===== src/rtl/noc_pkg.sv =====
// Shared constants and types for the NoC master arbiter.
// Holds the processing-unit count, beat layout, id width and FSM state type.
package noc_pkg;

  localparam int unsigned N_PROC    = 4;
  localparam int unsigned DATA_W    = 9;
  localparam int unsigned ID_W      = 2;
  localparam int unsigned TLAST_BIT = 8;
  localparam int unsigned CNT_W     = 9;

  typedef enum logic [1:0] {
    ST_IDLE   = 2'd0,
    ST_GRANT  = 2'd1,
    ST_STREAM = 2'd2,
    ST_DRAIN  = 2'd3
  } state_e;

endpackage


===== src/rtl/rr_arbiter.sv =====
// Combinational round-robin picker: searches the request vector starting
// one position after the pointer, wrapping modulo N_PROC.
// Ports:
//   i_req      - per-source request bits
//   i_ptr      - id of the most recent winner
//   o_winner_c - id of the selected source (0 when none)
//   o_valid_c  - high when any request is asserted
module rr_arbiter
  import noc_pkg::*;
(
  input  logic [N_PROC-1:0] i_req,
  input  logic [ID_W-1:0]   i_ptr,
  output logic [ID_W-1:0]   o_winner_c,
  output logic              o_valid_c
);

  // First requester found after the pointer wins
  always_comb begin
    logic [ID_W-1:0] idx;
    idx        = '0;
    o_winner_c = '0;
    o_valid_c  = 1'b0;
    for (int unsigned k = 1; k <= N_PROC; k++) begin
      idx = ID_W'(32'(i_ptr) + k);
      if (!o_valid_c && i_req[idx]) begin
        o_winner_c = idx;
        o_valid_c  = 1'b1;
      end
    end
  end

endmodule


===== src/rtl/noc_master_arbiter.sv =====
// Single-owner NoC crossbar master: round-robin grants one source at a time,
// forwards its beats to the chosen destination until tlast or timeout.
// Ports:
//   clock, reset        - clock, synchronous active-high reset
//   request_transfer_i  - per-source request
//   which_processor_i   - per-source destination id, 2 bits each
//   data_in             - per-source beat, DATA_W bits each (MSB = tlast)
//   master_response     - one-hot grant pulse to the winning source
//   data_out/data_valid - per-destination beat and valid
//   busy                - high whenever not IDLE
//   grant_src/grant_dst - current owner/target, 0 in IDLE
//   route_err           - pulse on a rejected self-addressed request
//   timeout_err         - pulse on a stream abort without tlast
module noc_master_arbiter #(
  parameter int unsigned N_PROC  = 4,
  parameter int unsigned DATA_W  = 9,
  parameter int unsigned TIMEOUT = 300
) (
  input  logic                     clock,
  input  logic                     reset,
  input  logic [N_PROC-1:0]        request_transfer_i,
  input  logic [2*N_PROC-1:0]      which_processor_i,
  input  logic [N_PROC*DATA_W-1:0] data_in,
  output logic [N_PROC-1:0]        master_response,
  output logic [N_PROC*DATA_W-1:0] data_out,
  output logic [N_PROC-1:0]        data_valid,
  output logic                     busy,
  output logic [1:0]               grant_src,
  output logic [1:0]               grant_dst,
  output logic                     route_err,
  output logic                     timeout_err
);

  import noc_pkg::*;

  state_e                   r_state, w_state_nx;
  logic [ID_W-1:0]          r_rr_ptr, w_ptr_nx;
  logic [CNT_W-1:0]         r_cnt, w_cnt_nx;
  logic                     r_drain, w_drain_nx;
  logic [ID_W-1:0]          w_src_nx, w_dst_nx;
  logic [N_PROC-1:0]        w_resp_nx, w_dv_nx;
  logic [N_PROC*DATA_W-1:0] w_dout_nx;
  logic                     w_busy_nx, w_rerr_nx, w_terr_nx;
  logic [ID_W-1:0]          w_win, w_win_dst;
  logic                     w_win_valid;
  logic [DATA_W-1:0]        w_beat;

  rr_arbiter u_rr_arbiter (
    .i_req      (request_transfer_i),
    .i_ptr      (r_rr_ptr),
    .o_winner_c (w_win),
    .o_valid_c  (w_win_valid)
  );

  assign w_win_dst = which_processor_i[ID_W*32'(w_win) +: ID_W];
  assign w_beat    = data_in[DATA_W*32'(grant_src) +: DATA_W];

  // Next-state and next-output logic
  always_comb begin
    w_state_nx = r_state;
    w_ptr_nx   = r_rr_ptr;
    w_cnt_nx   = r_cnt;
    w_drain_nx = r_drain;
    w_src_nx   = grant_src;
    w_dst_nx   = grant_dst;
    w_resp_nx  = '0;
    w_dv_nx    = '0;
    w_dout_nx  = '0;
    w_rerr_nx  = 1'b0;
    w_terr_nx  = 1'b0;

    case (r_state)
      ST_IDLE: begin
        w_cnt_nx   = '0;
        w_drain_nx = 1'b0;
        if (w_win_valid) begin
          // Pointer moves to the winner even when its route is rejected
          w_ptr_nx = w_win;
          if (w_win_dst == w_win) begin
            w_rerr_nx = 1'b1;
          end else begin
            w_state_nx       = ST_GRANT;
            w_src_nx         = w_win;
            w_dst_nx         = w_win_dst;
            w_resp_nx[w_win] = 1'b1;
          end
        end
      end
      ST_GRANT: begin
        w_state_nx = ST_STREAM;
        w_cnt_nx   = r_cnt + CNT_W'(1);
      end
      ST_STREAM: begin
        // Counter counts cycles since GRANT; abort lands TIMEOUT cycles after it
        w_cnt_nx = r_cnt + CNT_W'(1);
        w_dout_nx[DATA_W*32'(grant_dst) +: DATA_W] = w_beat;
        w_dv_nx[grant_dst] = 1'b1;
        if (w_beat[TLAST_BIT]) begin
          w_state_nx = ST_DRAIN;
          w_drain_nx = 1'b0;
        end else if (w_cnt_nx == CNT_W'(TIMEOUT)) begin
          w_state_nx = ST_IDLE;
          w_terr_nx  = 1'b1;
          w_dout_nx  = '0;
          w_dv_nx    = '0;
          w_src_nx   = '0;
          w_dst_nx   = '0;
          w_cnt_nx   = '0;
        end
      end
      ST_DRAIN: begin
        // Two-cycle hold: r_drain marks the second cycle
        w_drain_nx = 1'b1;
        if (r_drain) begin
          w_state_nx = ST_IDLE;
          w_drain_nx = 1'b0;
          w_src_nx   = '0;
          w_dst_nx   = '0;
        end
      end
      default: w_state_nx = ST_IDLE;
    endcase

    w_busy_nx = (w_state_nx != ST_IDLE);
  end

  // State and registered outputs
  always_ff @(posedge clock) begin
    if (reset) begin
      r_state         <= ST_IDLE;
      r_rr_ptr        <= ID_W'(N_PROC - 1);
      r_cnt           <= '0;
      r_drain         <= 1'b0;
      grant_src       <= '0;
      grant_dst       <= '0;
      master_response <= '0;
      data_out        <= '0;
      data_valid      <= '0;
      busy            <= 1'b0;
      route_err       <= 1'b0;
      timeout_err     <= 1'b0;
    end else begin
      r_state         <= w_state_nx;
      r_rr_ptr        <= w_ptr_nx;
      r_cnt           <= w_cnt_nx;
      r_drain         <= w_drain_nx;
      grant_src       <= w_src_nx;
      grant_dst       <= w_dst_nx;
      master_response <= w_resp_nx;
      data_out        <= w_dout_nx;
      data_valid      <= w_dv_nx;
      busy            <= w_busy_nx;
      route_err       <= w_rerr_nx;
      timeout_err     <= w_terr_nx;
    end
  end

endmodule


===== config.mk =====
export PLATFORM = sky130hd
export DESIGN_NAME = noc_master_arbiter
export DESIGN_NICKNAME = d
export VERILOG_FILES = /design/src/rtl/noc_pkg.sv /design/src/rtl/rr_arbiter.sv /design/src/rtl/noc_master_arbiter.sv
export SDC_FILE = /design/constraint.sdc
export NUM_CORES = 1
export LEC_CHECK = 0
export ABC_AREA = 1
export CORE_ASPECT_RATIO = 1.25
export CORE_MARGIN = 4
export CORE_UTILIZATION = 50
export DETAILED_ROUTE_END_ITERATION = 10
export PLACE_DENSITY = 0.87
export SLEW_MARGIN = 40
export SYNTH_ARGS = -nofsm -noshare
export SYNTH_HDL_FRONTEND = slang
export SYNTH_SLANG_ARGS = --single-unit

===== constraint.sdc =====
create_clock -name clock -period 3.8 [get_ports clock]
set_input_delay 0.57 -clock clock [delete_from_list [all_inputs] [get_ports clock]]
set_output_delay 0.57 -clock clock [all_outputs]
set_load 0.02 [all_outputs]

# Word level (Yosys, flattened, before mapping)
# Index checks and enable logic that the tools add are counted.
[op_classes]
n_reduce_logical = 19
mux = 47
shifts = 4
order_cmp = 8
eq_ne = 11
bitwise_logic = 4
add_sub_neg = 6
mul = 2
[ops]
columns = ["operator", "count"]
rows = [
  ["$mux W36", 2],
  ["$and A36 B36 Y36", 1],
  ["$shift A9 B34 Y36 const A", 1],
  ["$shiftx A36 B7 Y9", 1],
  ["$shiftx A9 B34 Y36", 1],
  ["$neg A6 Y34", 1],
  ["$mux W2", 16],
  ["$pmux W9 S3", 1],
  ["$lt A2 B3 Y1 const B", 6],
  ["$mux W9", 2],
  ["$mux W1", 14],
  ["$mul A4 B2 Y6 const A", 2],
  ["$pmux W2 S3", 2],
  ["$ne A2 B2 Y1 const B", 5],
  ["$add A9 B1 Y9 const B", 1],
  ["$eq A9 B9 Y1 const B", 1],
  ["$bmux W1 S2", 4],
  ["$mux W4", 2],
  ["$pmux W2 S4", 1],
  ["$shiftx A8 B4 Y2", 1],
  ["$reduce_and A6 Y1", 1],
  ["$reduce_bool A3 Y1", 2],
  ["$reduce_or A3 Y1", 2],
  ["$logic_and A1 B1 Y1", 5],
  ["other kinds (16)", 26],
]
[totals]
regBits = 65
input_bits = 50
out_inout_bits = 51

# Depth between registers and ports, before layout
[depth]
word_depth = 19
mapped_depth = 23
depth_no_buf = 22

# By module
# Synthesis repeated with hierarchy kept, for this count alone.
[unflattened]
hier_cells = 449
area_unflattened_um2 = 3258.1
[modules_own_cells]
columns = ["module", "cells_per_inst", "area_per_inst_um2", "instances", "seq_area_each_um2"]
rows = [
  ["noc_master_arbiter", 397, 2986.6, 1, 1301.2],
  ["rr_arbiter", 52, 271.5, 1, 0.0],
]

# Worst setup path after synthesis
# No wires, ideal clock.
[synth_path]
path_type = "input port to flip-flop"
start = "input request_transfer_i[3]"
end = "register busy"
setup_ns = 0.114
t_required_ns = 3.686
setup_slack_ns = 1.714
arrival_ns = 1.972
path_buffers = 0
path_stages = 20
cell_sequence = "inv_1 nand2_1 nand3_1 nand2_2 nor2_4 nand3_2 nand2_2 nand2_4 nand2_1 nand2_1 nand2_1 nand2_1 nand2_1 nand2_2 nand2_2 nand2_2 nand2_1 nand2_1 nand2_1 nand2_1"
[synth_between]
elab_chain_len = 18
word_cells_on_any_way = 28
cone_classes = "eq/ne: 1; shift: 1; mux: 19; reduce/logical: 7"
[synth_lines]
columns = ["element", "line", "source"]
rows = [
  ["start, declared", "noc_master_arbiter.sv:21", "input logic [N_PROC-1:0] request_transfer_i,"],
  ["$bmux W1 S2", "rr_arbiter.sv:25", "if (!o_valid_c && i_req[idx]) begin"],
  ["$mux W1 (not written as such)", "rr_arbiter.sv:25", ""],
  ["$mux W1", "rr_arbiter.sv:25", ""],
  ["$logic_not A1 Y1", "rr_arbiter.sv:25", ""],
  ["$logic_and A1 B1 Y1", "rr_arbiter.sv:25", ""],
  ["$mux W1", "rr_arbiter.sv:25", ""],
  ["$logic_not A1 Y1", "rr_arbiter.sv:25", ""],
  ["$logic_and A1 B1 Y1", "rr_arbiter.sv:25", ""],
  ["[... 2 more ...]", "--", ""],
  ["$logic_and A1 B1 Y1", "rr_arbiter.sv:25", ""],
  ["$mux W2", "rr_arbiter.sv:25", ""],
  ["$shiftx A8 B4 Y2", "noc_master_arbiter.sv:55", "assign w_win_dst = which_processor_i[ID_W*32'(w_win) +: ID_W];"],
  ["$eq A2 B2 Y1", "noc_master_arbiter.sv:79", "if (w_win_dst == w_win) begin"],
  ["$mux W2", "noc_master_arbiter.sv:79", ""],
  ["$mux W2 (*)", "noc_master_arbiter.sv:76", "if (w_win_valid) begin"],
  ["$pmux W2 S4 (*)", "noc_master_arbiter.sv:72", "case (r_state)"],
  ["$reduce_bool A2 Y1 (*)", "noc_master_arbiter.sv:124", "w_busy_nx = (w_state_nx != ST_IDLE);"],
  ["end signal, assigned", "noc_master_arbiter.sv:152", "busy <= w_busy_nx;"],
  ["end, declared", "noc_master_arbiter.sv:27", "output logic busy,"],
]
# Every way passes the cells marked *; elsewhere a longest branch is shown, timed or not. The select of a mux whose other input is x is not followed.
# A chain may end at the register's enable or synchronous reset.

# Worst setup path in the final report
[layout_path]
start = "register r_cnt[0]"
end = "register data_out[0]"
[layout_between]
elab_chain_len = 4
[layout_lines]
columns = ["element", "line", "source"]
rows = [
  ["start, declared", "noc_master_arbiter.sv:38", "logic [CNT_W-1:0] r_cnt, w_cnt_nx;"],
  ["start signal, assigned", "noc_master_arbiter.sv:145", "r_cnt <= w_cnt_nx;"],
  ["$add A9 B1 Y9", "noc_master_arbiter.sv:95", "w_cnt_nx = r_cnt + CNT_W'(1);"],
  ["$eq A9 B9 Y1", "noc_master_arbiter.sv:101", "end else if (w_cnt_nx == CNT_W'(TIMEOUT)) begin"],
  ["$mux W36", "noc_master_arbiter.sv:101", ""],
  ["$mux W36", "noc_master_arbiter.sv:98", "if (w_beat[TLAST_BIT]) begin"],
  ["end signal, assigned", "noc_master_arbiter.sv:150", "data_out <= w_dout_nx;"],
  ["end, declared", "noc_master_arbiter.sv:25", "output logic [N_PROC*DATA_W-1:0] data_out,"],
]
# Every way passes these cells.

==> summary.md <==
| Metric | Value |
|---|---|
| VDD IR max | `0.000459 V` |
| Leak | `1.94 nW` |
| CP Max Fanout | `12` |
| R2R depth | `12` |
| Final net count | `604` |
| Core Region | `0.00621 mm2` |
| Storage cell area | `0.00130 mm2` |
| Cts hold-fix bufs | `0` |
| Post-CTS sizing | `0` |
| Number of synthesized flops with an enable pin | `0` |
| Unique masters post-synth | `31` |
| Fillers | `488` |
| Clk sink count | `65` |
| Starting Density | `51.6%` |
| Port Buf Inserts | `100` |
| Area delta synth->final | `40.2%` |
| Global-route wire length before repair | `14200 um` |
| DP Wirelength | `6530 um` |
| Power, Total | `3.03 mW` |
| CP Data Arrival Time | `3010 ps` |
| Worst hold start | `r_cnt[8]$_SDFFE_PP0P_` |
| Gpl congestion | `0.854` |
| Tmin final | `2750 ps` |
| Die area | `0.00776 mm2` |
| Vias per cell | `5.13` |
| Worst slew pin tran | `575 ps` |
| Hold EP | `r_cnt[8]$_SDFFE_PP0P_` |
| Commonest non-fill, non-tap cells in the layout | `104 x nand2_1, 100 x clkdlybuf4s50_1, 65 x dfxtp_1, 58 x nor2_1, 38 x inv_1` |
| Synth async-reset ratio | `0%` |
| Largest net degree at the start of global routing | `20` |
| Critical R2R Launch | `r_cnt[0]$_SDFFE_PP0P_` |
| Yosys reg bits | `65` |
| Mapped cell area | `0.00320 mm2` |
| Max Clk Rate | `364 MHz` |
| Yosys warnings | `0` |
| Post-route ant nets | `0` |
| R2R Setup Slk | `1050 ps` |
| Area of the multi-input gates | `0.00168 mm2` |
| Yosys top cell by area | `dfxtp_1` |
| Ordered list of cells on the worst path | `ha_1 > nand2_1 > nor2_1 > nand3_1 > xor2_1 > nand3b_1 > inv_1 > nand2_1 > inv_1 > nor3_1 > nand4_1 > nor2_1` |
| Slowest cell delay on critical path | `380 ps` |
| Num CTS Buffers | `9` |
| RSZ-0062 raised after global routing | `no` |
| Die Span Y | `97.5 um` |
| First-pass iteration count of the detailed router | `5` |
| CTS tree | `yes` |
| Syn nets | `502` |
| Setup TNS | `0 ps` |
| Hold crit path type | `flop to flop` |
| PwrDens | `675 mW/mm2` |
| Worst Path Required | `4060 ps` |
| Syn Area/Cell | `7.33 um2` |
| Hold Vio Cnt, Final | `0` |
| Starting DRT DRC Count | `143` |
| Total wire length | `8690 um` |
| Crit share post-route | `72.3%` |
| Gr usage total | `23.0%` |
| Mapped Cells | `437` |
| Top cells by area, synth | `dfxtp_1 41%, nand2_1 12%, nor2_1 6.8%` |
| Setup CP Type | `flop to flop` |
| Setup violators final | `0` |
| Max-Cap Viols | `0` |
| Total number of vias | `3224` |
| Die width | `79.6 um` |
| RR Endpoint | `data_out[0]$_SDFF_PP0_` |
| CP Capture Type | `flop` |
| Final Skew | `9.27 ps` |
| Initial antenna violation count | `0` |
| H-tree levels | `3` |
| Top cell type's share of synthesized area | `40.6%` |
| DRC | `0` |
| WL per Instance | `13.8 um` |
| Critical Path Source Type | `flop` |
| Vias in the first global route | `3058` |
| Sequential area share after synthesis | `40.6%` |
| # rows | `32` |
| Worst slew margin | `61.5%` |
| GR Overflow Total | `0` |
| Hold slack | `492 ps` |
| Root buffer cell | `clkbuf_8` |
| CP max-delay cell | `nand4_1` |
| Hold Path Stages | `2` |
| IO Count | `101` |
| Postcts setup bufs | `0` |
| Clock-pin slew on the worst setup and hold paths | `80 ps` |
| Clock Path Buffers | `2` |
| Status | `finished clean` |
| Clock latency on the worst-skew pair | `350 ps` |
| Layout cells sized above 1 | `9.93%` |
| Diode count | `0` |
| Most used DFF post-synth | `dfxtp_1` |
| Final Max Tran Viols | `0` |
| Most common cell after layout, fill and taps aside | `nand2_1` |
critical path: cells and delay by family (launching register included):
| family | cells | cell delay (ps) |
|---|---|---|
| flip-flops | 1 | 370 |
| buffers and inverters | 2 | 220 |
| AND/OR/NAND/NOR | 8 | 1680 |
| XOR/XNOR | 1 | 180 |
| adder cells (fa/ha/maj) | 1 | 210 |
flip-flops by register name, indices dropped and copies added, names as in the netlist, 2 cells and up:
| name | cells |
|---|---|
| data_out | 36 |
| data_valid | 4 |
| grant_dst | 2 |
| grant_src | 2 |
| master_response | 4 |
| r_cnt | 9 |
| r_rr_ptr | 2 |
| r_state | 2 |
per-stage QoR:
| step | utilization (%) | setup WS (ps) | instances | cell area [um2] |
|---|---|---|---|---|
| 5_1_grt | 72.4 | 707 | 629 | 4490 |
| 3_5_place_dp | 68.8 | 753 | 613 | 4270 |
| 4_1_cts | 72.4 | 1050 | 629 | 4490 |
| 3_3_place_gp | 68.8 | 907 | 613 | 4270 |
| 6_report | 72.4 | 1050 | 629 | 4490 |
| 2_1_floorplan | - | 1710 | 437 | 3200 |
cell type report:
type | count | area share [%]
clock buffer | 9 | 2.76
clock inverter | 7 | 2.23
inverter | 43 | 3.76
multi-input combinational | 318 | 37.3
sequential | 65 | 29.0
tap | 85 | 2.37
timing repair buffer | 102 | 22.6
metal layers:
metal | share of wire [%] | up-vias | track usage, %
met1 | 38 | 1473 | 24.7
met2 | 52 | 128 | 41.9
met4 | 1.2 | 0 | 6.88
met5 | 0 | - | 0
li1 | - | 1610 | -
met3 | 8.5 | 13 | 7.24
cells by family after synthesis:
family | count (synthesis) | share of synthesized area, %
XOR/XNOR | 5 | 1.37
AO/OA/AOI/OAI | 43 | 8.20
AND/OR/NAND/NOR | 255 | 36.9
adder cells (fa/ha/maj) | 15 | 5.86
flip-flops | 65 | 40.6
buffers and inverters | 54 | 7.11
cells in the mapped netlist (all sizes together) (5+ instances only):
cell type / instances
a21oi: 25
nand2: 126
nor3: 14
ha: 15
clkbuf: 6
dfxtp: 65
buf: 5
nand3b: 6
nand4: 7
o21ai: 8
nor2: 63
a32o: 8
nand3: 37
inv: 42
how the worst max path moves through the flow:
stage	endpoint	startpoint	slack, ps
after floorplan	busy$_SDFF_PP0_	request_transfer_i[3]	1710
after detailed placement	data_out[0]$_SDFF_PP0_	data_in[26]	750
final	data_out[0]$_SDFF_PP0_	r_cnt[0]$_SDFFE_PP0P_	1050
after CTS	data_out[0]$_SDFF_PP0_	r_cnt[0]$_SDFFE_PP0P_	1050
after global routing	data_out[0]$_SDFF_PP0_	r_cnt[0]$_SDFFE_PP0P_	710
after global placement	data_out[0]$_SDFF_PP0_	data_in[35]	910
power by group:
part           total, mW  switching (mW)  internal (mW)  leakage [nW]
clock network      0.667           0.291          0.376         0.115
registers          0.830          0.0855          0.745         0.526
logic               1.53           0.994          0.539          1.30
No activity file was read; power rests on OpenSTA's default activity.
